### config.mk
export PLATFORM = sky130hd
export DESIGN_NAME = cpu_sequencer_flat
export DESIGN_NICKNAME = d
export VERILOG_FILES = /design/src/rtl/cpu_sequencer_pkg.sv /design/src/rtl/cpu_sequencer_if.sv /design/src/rtl/cpu_sequencer_cond_check.sv /design/src/rtl/cpu_sequencer.sv /design/src/flat_wrapper.sv
export SDC_FILE = /design/constraint.sdc
export NUM_CORES = 1
export LEC_CHECK = 0
export CAP_MARGIN = 15
export CORE_MARGIN = 2
export CORE_UTILIZATION = 42
export CTS_CLUSTER_DIAMETER = 50
export CTS_CLUSTER_SIZE = 40
export DETAILED_ROUTE_END_ITERATION = 7
export GPL_TIMING_DRIVEN = 0
export HOLD_SLACK_MARGIN = 0.03
export PLACE_DENSITY_LB_ADDON = 0.3
export SETUP_SLACK_MARGIN = 0.05
export SLEW_MARGIN = 20
export SYNTH_ARGS = -nofsm -noshare
export SYNTH_HDL_FRONTEND = slang
export SYNTH_HIERARCHICAL = 1
export SYNTH_SLANG_ARGS = --single-unit
export TNS_END_PERCENT = 100
### constraint.sdc
create_clock -name clock -period 1.56 [get_ports clock]
set_input_delay 0.156 -clock clock [delete_from_list [all_inputs] [get_ports clock]]
set_output_delay 0.156 -clock clock [all_outputs]
set_load 0.005 [all_outputs]
### src/rtl/cpu_sequencer_pkg.sv
// rtl/cpu_sequencer_pkg.sv - shared control types and constants for the CPU sequencer
package cpu_ctrl_pkg;

  typedef enum logic [2:0] {
    ST_IDLE,
    ST_FETCH,
    ST_DECODE,
    ST_EXECUTE,
    ST_WRITEBACK,
    ST_HALT
  } state_e;

  typedef enum logic [1:0] {
    COND_Z0 = 2'b00,
    COND_Z1 = 2'b01,
    COND_S1 = 2'b10,
    COND_AL = 2'b11
  } cond_e;

  localparam logic [3:0] CMP_OP_DEF  = 4'b1001;
  localparam logic [3:0] HALT_OP_DEF = 4'b1111;

  localparam int FLAG_Z = 0;
  localparam int FLAG_S = 2;

endpackage

### src/rtl/cpu_sequencer_if.sv
// rtl/cpu_sequencer_if.sv - control bus between sequencer and CPU datapath
interface cpu_sequencer_if #(
  parameter int PC_W = 3
);
  logic            run;
  logic            step_req;
  logic [1:0]      cond;
  logic [3:0]      opcode;
  logic [3:0]      flags;
  logic [PC_W-1:0] pc;
  logic            rom_oeb;
  logic            rf_ce;
  logic            rf_rw;
  logic            alu_execute;
  logic            step_done;
  logic            halted;

  modport master (
    input  run, step_req, cond, opcode, flags,
    output pc, rom_oeb, rf_ce, rf_rw, alu_execute, step_done, halted
  );

  modport slave (
    output run, step_req, cond, opcode, flags,
    input  pc, rom_oeb, rf_ce, rf_rw, alu_execute, step_done, halted
  );
endinterface

### src/rtl/cpu_sequencer_cond_check.sv
// rtl/cpu_sequencer_cond_check.sv - conditional-execution test against latched ALU flags
module cond_check
  import cpu_ctrl_pkg::*;
(
  input  logic [1:0] cond_i,
  input  logic [3:0] flags_i,
  output logic       exec_o
);

  logic unused_flags;
  assign unused_flags = ^{flags_i[3], flags_i[1]};

  always_comb begin
    exec_o = 1'b0;
    case (cond_i)
      COND_Z0: exec_o = ~flags_i[FLAG_Z];
      COND_Z1: exec_o =  flags_i[FLAG_Z];
      COND_S1: exec_o =  flags_i[FLAG_S];
      COND_AL: exec_o = 1'b1;
      default: exec_o = 1'b0;
    endcase
  end

endmodule

### src/rtl/cpu_sequencer.sv
// rtl/cpu_sequencer.sv - fetch/decode/execute/writeback sequencer with run, step and halt control
module cpu_sequencer
  import cpu_ctrl_pkg::*;
#(
  parameter int         PC_W    = 3,
  parameter logic [3:0] CMP_OP  = CMP_OP_DEF,
  parameter logic [3:0] HALT_OP = HALT_OP_DEF
) (
  input  logic             clock,
  input  logic             reset,
  cpu_sequencer_if.master  bus
);

  state_e          state_q, state_d;
  logic [PC_W-1:0] pc_q, pc_d;
  logic [3:0]      flags_q, flags_d;
  logic            exec_q, exec_d;
  logic            cond_exec;

  logic rom_oeb, rf_ce, rf_rw, alu_execute, step_done, halted;

  cond_check u_cond_check (
    .cond_i  (bus.cond),
    .flags_i (flags_q),
    .exec_o  (cond_exec)
  );

  always_ff @(posedge clock or posedge reset) begin
    if (reset) begin
      state_q <= ST_IDLE;
      pc_q    <= '0;
      flags_q <= '0;
      exec_q  <= 1'b0;
    end else begin
      state_q <= state_d;
      pc_q    <= pc_d;
      flags_q <= flags_d;
      exec_q  <= exec_d;
    end
  end

  always_comb begin
    state_d     = state_q;
    pc_d        = pc_q;
    flags_d     = flags_q;
    exec_d      = exec_q;
    rom_oeb     = 1'b0;
    rf_ce       = 1'b0;
    rf_rw       = 1'b1;
    alu_execute = 1'b0;
    step_done   = 1'b0;
    halted      = 1'b0;

    case (state_q)
      ST_IDLE: begin
        if (bus.run || bus.step_req) state_d = ST_FETCH;
      end
      ST_FETCH: begin
        rom_oeb = 1'b1;
        state_d = ST_DECODE;
      end
      ST_DECODE: begin
        rf_ce   = 1'b1;
        exec_d  = cond_exec;
        state_d = ST_EXECUTE;
      end
      ST_EXECUTE: begin
        rf_ce       = 1'b1;
        alu_execute = exec_q;
        state_d     = ST_WRITEBACK;
      end
      ST_WRITEBACK: begin
        // Compares update flags but never write the register bank.
        alu_execute = exec_q;
        rf_ce       = exec_q;
        rf_rw       = ~(exec_q && (bus.opcode != CMP_OP));
        step_done   = 1'b1;
        pc_d        = pc_q + 1'b1;
        if (exec_q) flags_d = bus.flags;
        if (exec_q && (bus.opcode == HALT_OP)) state_d = ST_HALT;
        else if (bus.run)                      state_d = ST_FETCH;
        else                                   state_d = ST_IDLE;
      end
      ST_HALT: begin
        halted = 1'b1;
      end
      default: state_d = ST_IDLE;
    endcase
  end

  assign bus.pc          = pc_q;
  assign bus.rom_oeb     = rom_oeb;
  assign bus.rf_ce       = rf_ce;
  assign bus.rf_rw       = rf_rw;
  assign bus.alu_execute = alu_execute;
  assign bus.step_done   = step_done;
  assign bus.halted      = halted;

endmodule

### src/flat_wrapper.sv
// flat-port wrapper written by rule: the top's interface ports become plain ports
module cpu_sequencer_flat import cpu_ctrl_pkg::*;
#(
  parameter int         PC_W    = 3,
  parameter logic [3:0] CMP_OP  = CMP_OP_DEF,
  parameter logic [3:0] HALT_OP = HALT_OP_DEF
)
  (clock, reset, bus_run, bus_step_req, bus_cond, bus_opcode, bus_flags, bus_pc, bus_rom_oeb, bus_rf_ce, bus_rf_rw, bus_alu_execute, bus_step_done, bus_halted);
  cpu_sequencer_if #(.PC_W(PC_W)) bus_i ();
  input  logic clock;
  input  logic reset;
  input wire logic [$bits(bus_i.run)-1:0] bus_run;
  input wire logic [$bits(bus_i.step_req)-1:0] bus_step_req;
  input wire logic [$bits(bus_i.cond)-1:0] bus_cond;
  input wire logic [$bits(bus_i.opcode)-1:0] bus_opcode;
  input wire logic [$bits(bus_i.flags)-1:0] bus_flags;
  output wire logic [$bits(bus_i.pc)-1:0] bus_pc;
  output wire logic [$bits(bus_i.rom_oeb)-1:0] bus_rom_oeb;
  output wire logic [$bits(bus_i.rf_ce)-1:0] bus_rf_ce;
  output wire logic [$bits(bus_i.rf_rw)-1:0] bus_rf_rw;
  output wire logic [$bits(bus_i.alu_execute)-1:0] bus_alu_execute;
  output wire logic [$bits(bus_i.step_done)-1:0] bus_step_done;
  output wire logic [$bits(bus_i.halted)-1:0] bus_halted;
  assign bus_i.run = bus_run;
  assign bus_i.step_req = bus_step_req;
  assign bus_i.cond = bus_cond;
  assign bus_i.opcode = bus_opcode;
  assign bus_i.flags = bus_flags;
  assign bus_pc = bus_i.pc;
  assign bus_rom_oeb = bus_i.rom_oeb;
  assign bus_rf_ce = bus_i.rf_ce;
  assign bus_rf_rw = bus_i.rf_rw;
  assign bus_alu_execute = bus_i.alu_execute;
  assign bus_step_done = bus_i.step_done;
  assign bus_halted = bus_i.halted;
  cpu_sequencer #(.PC_W(PC_W), .CMP_OP(CMP_OP), .HALT_OP(HALT_OP)) u_core (.clock(clock), .reset(reset), .bus(bus_i));
endmodule
==> metrics.txt <==
# TYPE chip_impl_metric gauge
chip_impl_metric{name="grt_pass1_wl",unit="microns"} 2080
chip_impl_info{name="cts-root-buf",value="sky130_fd_sc_hd__clkbuf_4"} 1
chip_impl_info{name="grt_setup_unrepaired",value="yes"} 1
chip_impl_metric{name="path_buf_inv",unit=""} 3
chip_impl_metric{name="crit_required",unit="ns"} 1.40
chip_impl_metric{name="p_per_area",unit="nW/um^2"} 1870
chip_impl_metric{name="worst_pin_slew",unit="ns"} 0.342
chip_impl_metric{name="final.min_clock_period",unit="ns"} 1.62
chip_impl_metric{name="synthesis.area",unit="sq um"} 528
chip_impl_metric{name="antenna_found_initial",unit=""} 0
chip_impl_metric{name="vdd_drop_max",unit="uV"} 1010
chip_impl_metric{name="initial_utilization",unit="%"} 46.3
chip_impl_metric{name="worst_path_largest_cell_delay",unit="ns"} 0.37
chip_impl_metric{name="dr.pass1.iters",unit=""} 4
chip_impl_metric{name="timing.max_slew.rel_slack",unit="%"} 77.2
chip_impl_metric{name="hold-worst-slack",unit="ns"} 0.156
chip_impl_metric{name="rows",unit=""} 12
chip_impl_metric{name="dr_total_vias",unit=""} 476
chip_impl_metric{name="crit_arrival",unit="ns"} 1.47
chip_impl_metric{name="post_synth.cell_area_avg",unit="sq um"} 11.5
chip_impl_metric{name="first_iter_violations",unit=""} 10
chip_impl_info{name="slowest_stage",value="sky130_fd_sc_hd__dfrtp_1"} 1
chip_impl_metric{name="grt_start_max_net_pins",unit=""} 10
chip_impl_info{name="failed_checks",value="setup timing"} 1
chip_impl_info{name="startpoint_class",value="flop"} 1
chip_impl_metric{name="drv_cap",unit=""} 0
chip_impl_info{name="layout_common_cells",value="sky130_fd_sc_hd__clkdlybuf4s50_1, sky130_fd_sc_hd__buf_4, sky130_fd_sc_hd__dfrtp_1"} 1
chip_impl_metric{name="number_of_global_route_vias_before_repair",unit=""} 487
chip_impl_metric{name="max_freq",unit="MHz"} 617
chip_impl_metric{name="post_route_cells_drive_above_1_share",unit="%"} 40.2
chip_impl_info{name="most_common_library_cell_in_the_layout_ignoring_fill_and_taps",value="sky130_fd_sc_hd__clkdlybuf4s50_1"} 1
chip_impl_metric{name="die_ar",unit="sq um"} 1560
chip_impl_metric{name="syn_nets",unit=""} 61
chip_impl_metric{name="count_of_endpoints_failing_hold_in_the_final_timing_report",unit=""} 0
chip_impl_metric{name="placeableCoreArea",unit="sq um"} 1140
chip_impl_metric{name="final.setup.worst_slack",unit="ns"} -0.0619
chip_impl_metric{name="final_min_period_over_clock_period",unit="%"} 104
chip_impl_info{name="critical_path.endpoint_type",value="output port"} 1
chip_impl_metric{name="worst_setup_hold_path_clk_slew",unit="ns"} 0.07
chip_impl_metric{name="place.gp.congestion",unit=""} 0.686
chip_impl_metric{name="clkSinkCount",unit=""} 9
chip_impl_metric{name="clock_skew",unit="ns"} 0.00175
chip_impl_metric{name="cts_max_level",unit=""} 1
chip_impl_metric{name="routed_wirelength",unit="microns"} 1290
chip_impl_metric{name="finalSetupViolCount",unit=""} 3
chip_impl_metric{name="grt_overflow",unit=""} 0
chip_impl_metric{name="drt-wirelength-per-cell",unit="microns"} 13.4
chip_impl_metric{name="syn-instance-count",unit=""} 46
chip_impl_metric{name="horizontal_die_dimension",unit="microns"} 39.5
chip_impl_metric{name="design.final.nets",unit=""} 98
chip_impl_info{name="path_delay_family",value="simple AND/OR/NAND/NOR gates"} 1
chip_impl_metric{name="synthesis.yosys.warnings",unit=""} 6
chip_impl_info{name="hold_path_class",value="input pin to async pin"} 1
chip_impl_metric{name="place.port_buffers",unit=""} 20
chip_impl_metric{name="syn2layout_area_growth",unit="%"} 66.1
chip_impl_metric{name="setup_total_negative_slack",unit="ns"} -0.110
chip_impl_metric{name="leakage_power_figure",unit="uW"} 0.000412
chip_impl_metric{name="critPathMaxFanout",unit=""} 4
chip_impl_metric{name="viasPerCell",unit=""} 4.96
chip_impl_metric{name="timing.final.max_slew_violations",unit=""} 0
chip_impl_metric{name="tritoncts.num_buffers",unit=""} 3
chip_impl_metric{name="antenna_cells_inserted",unit=""} 0
chip_impl_info{name="timing.critical_path.cells",value="buf_6 > nor3b_4 > buf_4 > and2_4 > nand2b_4 > buf_6"} 1
chip_impl_info{name="critical_path_class",value="flop to output port"} 1
chip_impl_metric{name="clkLatencyLatePin",unit="ns"} 0.26
chip_impl_metric{name="grt_usage",unit="%"} 20.8
chip_impl_metric{name="die_height",unit="microns"} 39.5
chip_impl_info{name="timing.critical_path.mode_cell",value="sky130_fd_sc_hd__buf_6"} 1
chip_impl_metric{name="postRouteAntennaNets",unit=""} 0
chip_impl_info{name="status",value="complete, but fails checks"} 1
chip_impl_info{name="tritoncts",value="built"} 1
chip_impl_metric{name="clockBufferDepth",unit=""} 2
chip_impl_metric{name="number_of_top_level_pins",unit=""} 23
chip_impl_metric{name="drc",unit=""} 0
-- worst register-to-register path: cells and delay by family (launching register included) --
family | cells | cell delay, ns
buffers and inverters | 3 | 0.40
flip-flops | 1 | 0.37
multiplexers | 1 | 0.29
AND/OR/NAND/NOR | 2 | 0.36
-- power breakdown --
| part | internal, uW | switching (uW) | total, uW |
|---|---|---|---|
| Clock | 98.8 | 88.2 | 187 |
| Sequential | 357 | 94.7 | 452 |
| Combinational | 634 | 364 | 998 |
-- sequential cells by signal (all words and copies together), names as in the netlist --
register / flops
u_core/bus.pc: 3
u_core/flags_q: 2
u_core/state_q: 3
u_core/exec_q: 1
-- final cells by class --
| type | count | area [sq um] |
|---|---|---|
| Fill cell | 82 | 264 |
| Sequential cell | 9 | 226 |
| Multi-Input combinational cell | 32 | 285 |
| Inverter | 2 | 7.51 |
| Buffer | 2 | 22.5 |
| Timing Repair Buffer | 33 | 292 |
| Clock buffer | 4 | 26.3 |
| Tap cell | 14 | 17.5 |
-- metal layers --
| metal | routed length (microns) | track usage (%) | up-vias | part of all wire, % |
|---|---|---|---|---|
| met5 | 0 | 0 | - | 0 |
| met4 | 0 | 7.76 | 0 | 0 |
| met3 | 57 | 5.11 | 0 | 4.4 |
| met1 | 555 | 25.0 | 228 | 43 |
| li1 | - | - | 231 | - |
| met2 | 674 | 35.2 | 17 | 52 |
-- final timing paths --
path | startpoint | endpoint | slack, ns | cells after the start
worst max-delay path | u_core/state_q[0] | bus_rf_ce | -0.06 | 6
worst min register to register | u_core/bus.pc[2] | u_core/bus.pc[2] | 0.49 | 1
worst max register to register | u_core/state_q[0] | u_core/flags_q[0] | 0.03 | 6
max in group asynchronous | reset | u_core/state_q[2] | 1.13 | 2
min in group clock | u_core/bus.pc[2] | u_core/bus.pc[2] | 0.49 | 1
worst min-delay path | reset | u_core/bus.pc[2] | 0.16 | 2
-- timing repair --
action | CTS | global route
hold buffers | 0 | 0
gates resized for setup | 24 | 7
buffers inserted | 10 | 5
endpoints found under the setup margin | 8 | 8
pin swaps | 3 | 2
-- per-stage QoR --
step                setup WS [ns]  util, %  power, uW  std cells  instance area [sq um]
floorplan                  0.0916        -        895         46                    528
global placement           -0.304     65.4       1180         80                    746
detailed placement         -0.306     65.4       1200         80                    746
CTS                       -0.0446     72.8       1480         93                    831
global route               -0.125     76.9       1750         96                    877
finish                    -0.0619     76.9       1640         96                    877
(Power assumes the default switching activity.)
